==> src/rtl/rle.sv <==
// rle: run-length encoder over a shared word SRAM; define RLE_BUSY_EN to add the busy output
module rle #(
    parameter int MAX_RUN = 255
) (
    input  logic        clk,
    input  logic        nreset,
`ifdef RLE_BUSY_EN
    output logic        busy,
`endif
    input  logic        start,
    input  logic [31:0] message_addr,
    input  logic [31:0] message_size,
    input  logic [31:0] rle_addr,
    output logic [31:0] rle_size,
    output logic        done,
    output logic        port_A_clk,
    output logic [31:0] port_A_data_in,
    input  logic [31:0] port_A_data_out,
    output logic [15:0] port_A_addr,
    output logic        port_A_we
);
    typedef enum logic [2:0] {IDLE, READ, WAIT, SCAN, WRITE, FLUSH, DONE} state_t;
    localparam logic [7:0] MAX = 8'(MAX_RUN);
    state_t state, state_nx;
    logic        start_q, accept, emit, half;
    logic [31:0] size, idx, word, obuf, flush_word;
    logic [13:0] src_base, dst_base, wcnt;
    logic [7:0]  count, sym, cur;
    logic [15:0] rd_addr, wr_addr;
    logic        unused_bits;

    // where to go once byte index i has been consumed: end of message, end of word, or next lane
    function automatic state_t after(input logic [31:0] i, input logic [31:0] n);
        return i == n ? FLUSH : i[1:0] == 2'b00 ? READ : SCAN;
    endfunction

    assign unused_bits = ^{message_addr[31:16], message_addr[1:0], rle_addr[31:16], rle_addr[1:0]};
    assign port_A_clk  = clk;
    assign accept      = start & ~start_q & (state == IDLE || state == DONE);
    assign cur         = word[{idx[1:0], 3'b000} +: 8];
    assign emit        = count != '0 && (cur != sym || count >= MAX);
    assign rd_addr     = {src_base + idx[15:2], 2'b00};
    assign wr_addr     = {dst_base + wcnt, 2'b00};
    assign flush_word  = half ? {sym, count, obuf[15:0]} : {16'h0, sym, count};

    // state register
    always_ff @(posedge clk) begin
        if (!nreset) state <= IDLE;
        else state <= state_nx;
    end

    // next-state decode; an empty message skips straight to the flush
    always_comb begin
        state_nx = state;
        case (state)
            IDLE, DONE: state_nx = accept ? (message_size == '0 ? FLUSH : READ) : state;
            READ:       state_nx = WAIT;
            WAIT:       state_nx = SCAN;
            SCAN:       state_nx = emit && half ? WRITE : after(idx + 32'd1, size);
            WRITE:      state_nx = after(idx, size);
            FLUSH:      state_nx = DONE;
            default:    state_nx = IDLE;
        endcase
    end

    // memory port and status outputs; the flush writes only if a run is pending
    always_comb begin
        port_A_we      = state == WRITE || (state == FLUSH && count != '0);
        port_A_addr    = state == READ ? rd_addr : port_A_we ? wr_addr : '0;
        port_A_data_in = state == WRITE ? obuf : port_A_we ? flush_word : '0;
        done           = state == DONE;
`ifdef RLE_BUSY_EN
        busy           = nreset && state != IDLE && state != DONE;
`endif
    end

    // job registers, byte scanner and little-endian pair packer
    always_ff @(posedge clk) begin
        if (!nreset) begin
            start_q  <= 1'b0;
            rle_size <= '0;
            size     <= '0;
            idx      <= '0;
            word     <= '0;
            obuf     <= '0;
            src_base <= '0;
            dst_base <= '0;
            wcnt     <= '0;
            count    <= '0;
            sym      <= '0;
            half     <= 1'b0;
        end else begin
            start_q <= start;
            if (accept) begin
                size     <= message_size;
                src_base <= message_addr[15:2];
                dst_base <= rle_addr[15:2];
                idx      <= '0;
                wcnt     <= '0;
                count    <= '0;
                half     <= 1'b0;
                rle_size <= '0;
            end
            if (state == WAIT) word <= port_A_data_out;
            if (state == SCAN) begin
                idx   <= idx + 32'd1;
                sym   <= cur;
                count <= (emit || count == '0) ? 8'd1 : count + 8'd1;
                if (emit) begin
                    half     <= ~half;
                    rle_size <= rle_size + 32'd2;
                    if (half) obuf[31:16] <= {sym, count};
                    else obuf <= {16'h0, sym, count};
                end
            end
            if (state == WRITE) wcnt <= wcnt + 14'd1;
            if (state == FLUSH && port_A_we) rle_size <= rle_size + 32'd2;
        end
    end
endmodule

==> config.mk <==
export PLATFORM = sky130hd
export DESIGN_NAME = rle
export DESIGN_NICKNAME = d
export VERILOG_FILES = /design/src/rtl/rle.sv
export SDC_FILE = /design/constraint.sdc
export NUM_CORES = 1
export LEC_CHECK = 0
export BUFFER_PORTS_ARGS = -buffer_cell sky130_fd_sc_hd__buf_2
export CAP_MARGIN = 10
export CELL_PAD_IN_SITES_DETAIL_PLACEMENT = 0
export CELL_PAD_IN_SITES_GLOBAL_PLACEMENT = 2
export CORE_UTILIZATION = 36
export CTS_BUF_LIST = sky130_fd_sc_hd__clkbuf_4 sky130_fd_sc_hd__clkbuf_8
export CTS_CLUSTER_DIAMETER = 200
export DETAILED_ROUTE_END_ITERATION = 7
export GPL_TIMING_DRIVEN = 0
export PLACE_DENSITY_LB_ADDON = 0.15
export SYNTH_ARGS = -nofsm -noshare
export SYNTH_HDL_FRONTEND = slang
export SYNTH_SLANG_ARGS = --single-unit
==> constraint.sdc <==
create_clock -name clk -period 7.63 [get_ports clk]
set_clock_uncertainty 0.2 [all_clocks]
set_input_delay 0.3815 -clock clk [delete_from_list [all_inputs] [get_ports clk]]
set_output_delay 0.3815 -clock clk [all_outputs]
set_load 0.02 [all_outputs]
==> results.py <==
metrics = {
    "drt": {
        "route.vias.total": 12300,
        "wire_length_reported_by_the_detailed_router_mm": 41.7,
        "detail_route.iter0.violations": 649,
        "drcViolationCount": 0,
        "drtAntennaViolNets": 0,
        "dr.pass1.iters": 7,
        "routedWlPerCell_um": 17.6,
        "avgViaCountPerCell": 5.19,
    },
    "floorplanning": {
        "floorplan.die_area_um2": 34400,
        "core_area_um2": 32900,
        "floorplan.rows": 66,
        "initial_core_util": 0.369,
        "floorplan.die.height_um": 186,
        "io_pins": 214,
        "die_width_um": 186,
    },
    "critical_path": {
        "path_depth": 4,
        "cp_slowest_cell": "sky130_fd_sc_hd__buf_2",
        "crit_path_frequent_cell": "sky130_fd_sc_hd__clkbuf_8",
        "worstSetupPathType": "clk2out",
        "critical_path.startpoint": "clk",
        "critPathArrivalTime_ps": 4300,
        "crit_path_max_incr_delay_ps": 140,
        "cp-endpoint": "port_A_clk",
        "timing.critical_path.required_ps": 7050,
        "path_delay_family": "buffers and inverters",
        "worstReg2RegEnd": "state[2]",
        "crit_chain": "clkbuf_8 > clkbuf_8 > buf_4 > buf_2",
        "cp_num_buf_inv": 4,
        "r2r_start": "idx[1]",
        "ff2ff_path_depth": 10,
        "worst_setup_path_start_kind": "clock port",
        "worst-r2r-setup-slack_ps": 4040,
        "timing.critical_path.to_type": "output pin",
        "cp_max_fo": 2,
    },
    "global_routing": {
        "grt_start_max_net_pins": 13,
        "global_route_wire_length_before_repair_mm": 64.6,
        "initial_antenna_violation_count": 0,
        "globalRouteTotalUtil": 0.242,
        "vias_in_the_first_global_route": 11800,
        "grt_overflow": 0,
    },
    "power_and_ir_drop": {
        "total_leakage_power_nw": 6.13,
        "switching_power_w": 0.000792,
        "switching_share": 0.276,
        "combPwrFrac": 0.128,
        "p_seq_frac": 0.430,
        "power_frac_clock": 0.442,
        "ir_worst_vdd_mv": 0.192,
        "fin_total_pwr_w": 0.00287,
        "power_density_nw_per_um2": 186,
        "p_int_w": 0.00207,
    },
    "cts": {
        "cts_tree": "yes",
        "clk_pin_slew_worst_paths_ps": 60,
        "post_cts_buffers": 0,
        "post_cts_resized": 0,
        "cts.hold.buffers_added": 93,
        "worst_skew_late_latency_ps": 670,
    },
    "sta": {
        "slew_violations": 0,
        "number_of_hold_violations_in_the_final_report": 0,
        "tightest_slew_ps": 962,
        "totalNegativeSetupSlack_ps": 0,
        "timing.max_slew.rel_slack": 0.359,
        "setup_violation_total_in_the_final_timing_report": 0,
        "rsz0062_at_grt": "no",
    },
    "layout": {
        "final_core_utilization": 0.468,
        "sequential_cell_area_um2": 4460,
        "syn2layout_area_growth_pct": 26.8,
        "antenna_cells": 0,
        "layout.nets": 2070,
        "final_layout_size_suffix_gt1_frac": 0.170,
        "finished_cell_area_um2": 15400,
        "num-fill-cells": 3403,
        "final_cells": 2370,
        "multiInputGateArea_um2": 7110,
    },
    "synth": {
        "postSynth.topFlopCell": "sky130_fd_sc_hd__dfxtp_1",
        "syn-mean-instance-area_um2": 7.63,
        "yosys_warnings": 0,
        "post_synth_inst_count": 1589,
        "synthesis.area_um2": 12100,
        "synth_seq_area_share": 0.368,
        "number_of_library_cell_types_mapped_by_synthesis": 75,
        "synth_seq_cells": 223,
        "asr_flop_ratio_synth": 0,
        "number_of_enable_flip_flop_cells_after_synthesis": 0,
    },
    "outcome": {
        "status": "completed",
    },
    "place": {
        "placedInstanceArea_um2": 13600,
        "place.detailed.hpwl_mm": 30.7,
        "dp_cells": 2207,
        "gp_routability_congestion": 0.867,
        "placement.io_buffers": 175,
    },
    "hold_path": {
        "hp-class": "in2reg",
        "timing.hold.worst.start": "nreset",
    },
    "flow_run": {
        "cap_viol_max_count": 0,
    },
}
[cells in the mapped netlist (all sizes together), types with 15 or more instances]
library cell / instances / area, um^2
or2: 17 / 106
nor2: 88 / 345
a31oi: 18 / 119
nor4: 22 / 174
nor3: 30 / 155
and3: 26 / 163
a21oi: 222 / 1140
dfxtp: 223 / 4460
xor2: 53 / 464
inv: 17 / 63.8
o31ai: 15 / 113
ha: 32 / 400
a22o: 17 / 149
buf: 31 / 225
nand2: 359 / 1370
or3: 17 / 106
nand3: 75 / 385
clkbuf: 73 / 275
xnor2: 32 / 280
nand4: 29 / 188
o21ai: 66 / 330
[how the worst min path moves through the flow]
stage | endpoint | depth (start not counted)
global route | wcnt[0] | 3
CTS | wcnt[0] | 3
global placement | rle_size[31] | 1
detailed placement | word[31] | 2
finish | wcnt[7] | 3
floorplan | obuf[18] | 2
[flip-flops by register name, indices dropped and copies added (netlist names)]
name and count:
start_q 1, count 8, sym 8, dst_base 14, obuf 32, word 32
rle_size 32, state 3, src_base 14, idx 32, size 32, wcnt 14
half 1
[layout make-up]
cell class | instances | share of cell area
tap | 442 | 0.0360
inverter | 17 | 0.00415
timing repair buffer | 267 | 0.117
clock buffer | 66 | 0.0536
sequential | 223 | 0.290
multi-input combinational | 1246 | 0.462
clock inverter | 5 | 0.00431
buffer | 104 | 0.0325
[stage by stage]
step                setup slack [ps]  hold slack, ps
global route                    2730             181
global placement                2990             238
CTS                             2740             155
finish                          2750             169
detailed placement              2990             245
floorplan                       3100             232
[tightest hold or removal path: cells and delay by family]
family | cells | cell delay, ps
buffers and inverters | 1 | 100
AND/OR/NAND/NOR | 2 | 520
[cell usage in the layout (no fill, tap or decap), types with 10 or more instances in the layout]
cell type,synthesis,final
sky130_fd_sc_hd__nand4_1,28,28
sky130_fd_sc_hd__a22o_1,17,17
sky130_fd_sc_hd__clkbuf_4,0,12
sky130_fd_sc_hd__buf_2,11,186
sky130_fd_sc_hd__and2_1,10,10
sky130_fd_sc_hd__a31oi_1,17,17
sky130_fd_sc_hd__nor4_1,19,19
sky130_fd_sc_hd__dfxtp_1,223,223
sky130_fd_sc_hd__clkbuf_8,0,53
sky130_fd_sc_hd__inv_1,17,17
sky130_fd_sc_hd__nor2b_1,13,13
sky130_fd_sc_hd__and3_1,26,26
sky130_fd_sc_hd__o21ai_0,45,45
sky130_fd_sc_hd__xnor2_1,32,32
sky130_fd_sc_hd__nor3_1,29,29
sky130_fd_sc_hd__xor2_1,53,53
sky130_fd_sc_hd__o21ai_1,21,21
sky130_fd_sc_hd__nor2_1,86,86
sky130_fd_sc_hd__ha_1,32,32
sky130_fd_sc_hd__nand3_1,73,73
sky130_fd_sc_hd__a21o_1,11,11
sky130_fd_sc_hd__or3_1,17,17
sky130_fd_sc_hd__o22ai_1,11,11
sky130_fd_sc_hd__nand2_1,350,350
sky130_fd_sc_hd__dlygate4sd3_1,0,93
sky130_fd_sc_hd__a21oi_1,213,213
sky130_fd_sc_hd__or2_2,16,16
sky130_fd_sc_hd__clkbuf_1,72,72
sky130_fd_sc_hd__o31ai_1,15,15
[layer usage]
metal | wire [um] | vias to the layer above | GRT usage
li1 | - | 6211 | -
met1 | 20200 | 5731 | 0.332
met2 | 18900 | 312 | 0.402
met3 | 1940 | 51 | 0.0311
met4 | 595 | 0 | 0.0570
met5 | 0 | - | 0
[cells by family after synthesis]
| kind of cell | Yosys count | share of synthesized area |
|---|---|---|
| AND/OR/NAND/NOR | 711 | 0.274 |
| AO/OA/AOI/OAI | 404 | 0.197 |
| flip-flops | 223 | 0.368 |
| buffers and inverters | 121 | 0.0465 |
| XOR/XNOR | 85 | 0.0614 |
| adder cells (fa/ha/maj) | 34 | 0.0363 |
| multiplexers | 10 | 0.0165 |
| other | 1 | 0.000309 |
[power by group through the flow]
stage | combinational [W] | clock, W | sequential (W)
after detailed placement | 0.000329 | 0.0000193 | 0.00126
after floorplan | 0.000213 | 0.0000153 | 0.00125
after global routing | 0.000406 | 0.00135 | 0.00124
after global placement | 0.000328 | 0.0000193 | 0.00126
final | 0.000366 | 0.00127 | 0.00123
after CTS | 0.000366 | 0.00130 | 0.00123
Power figures use the tool's default switching activity.
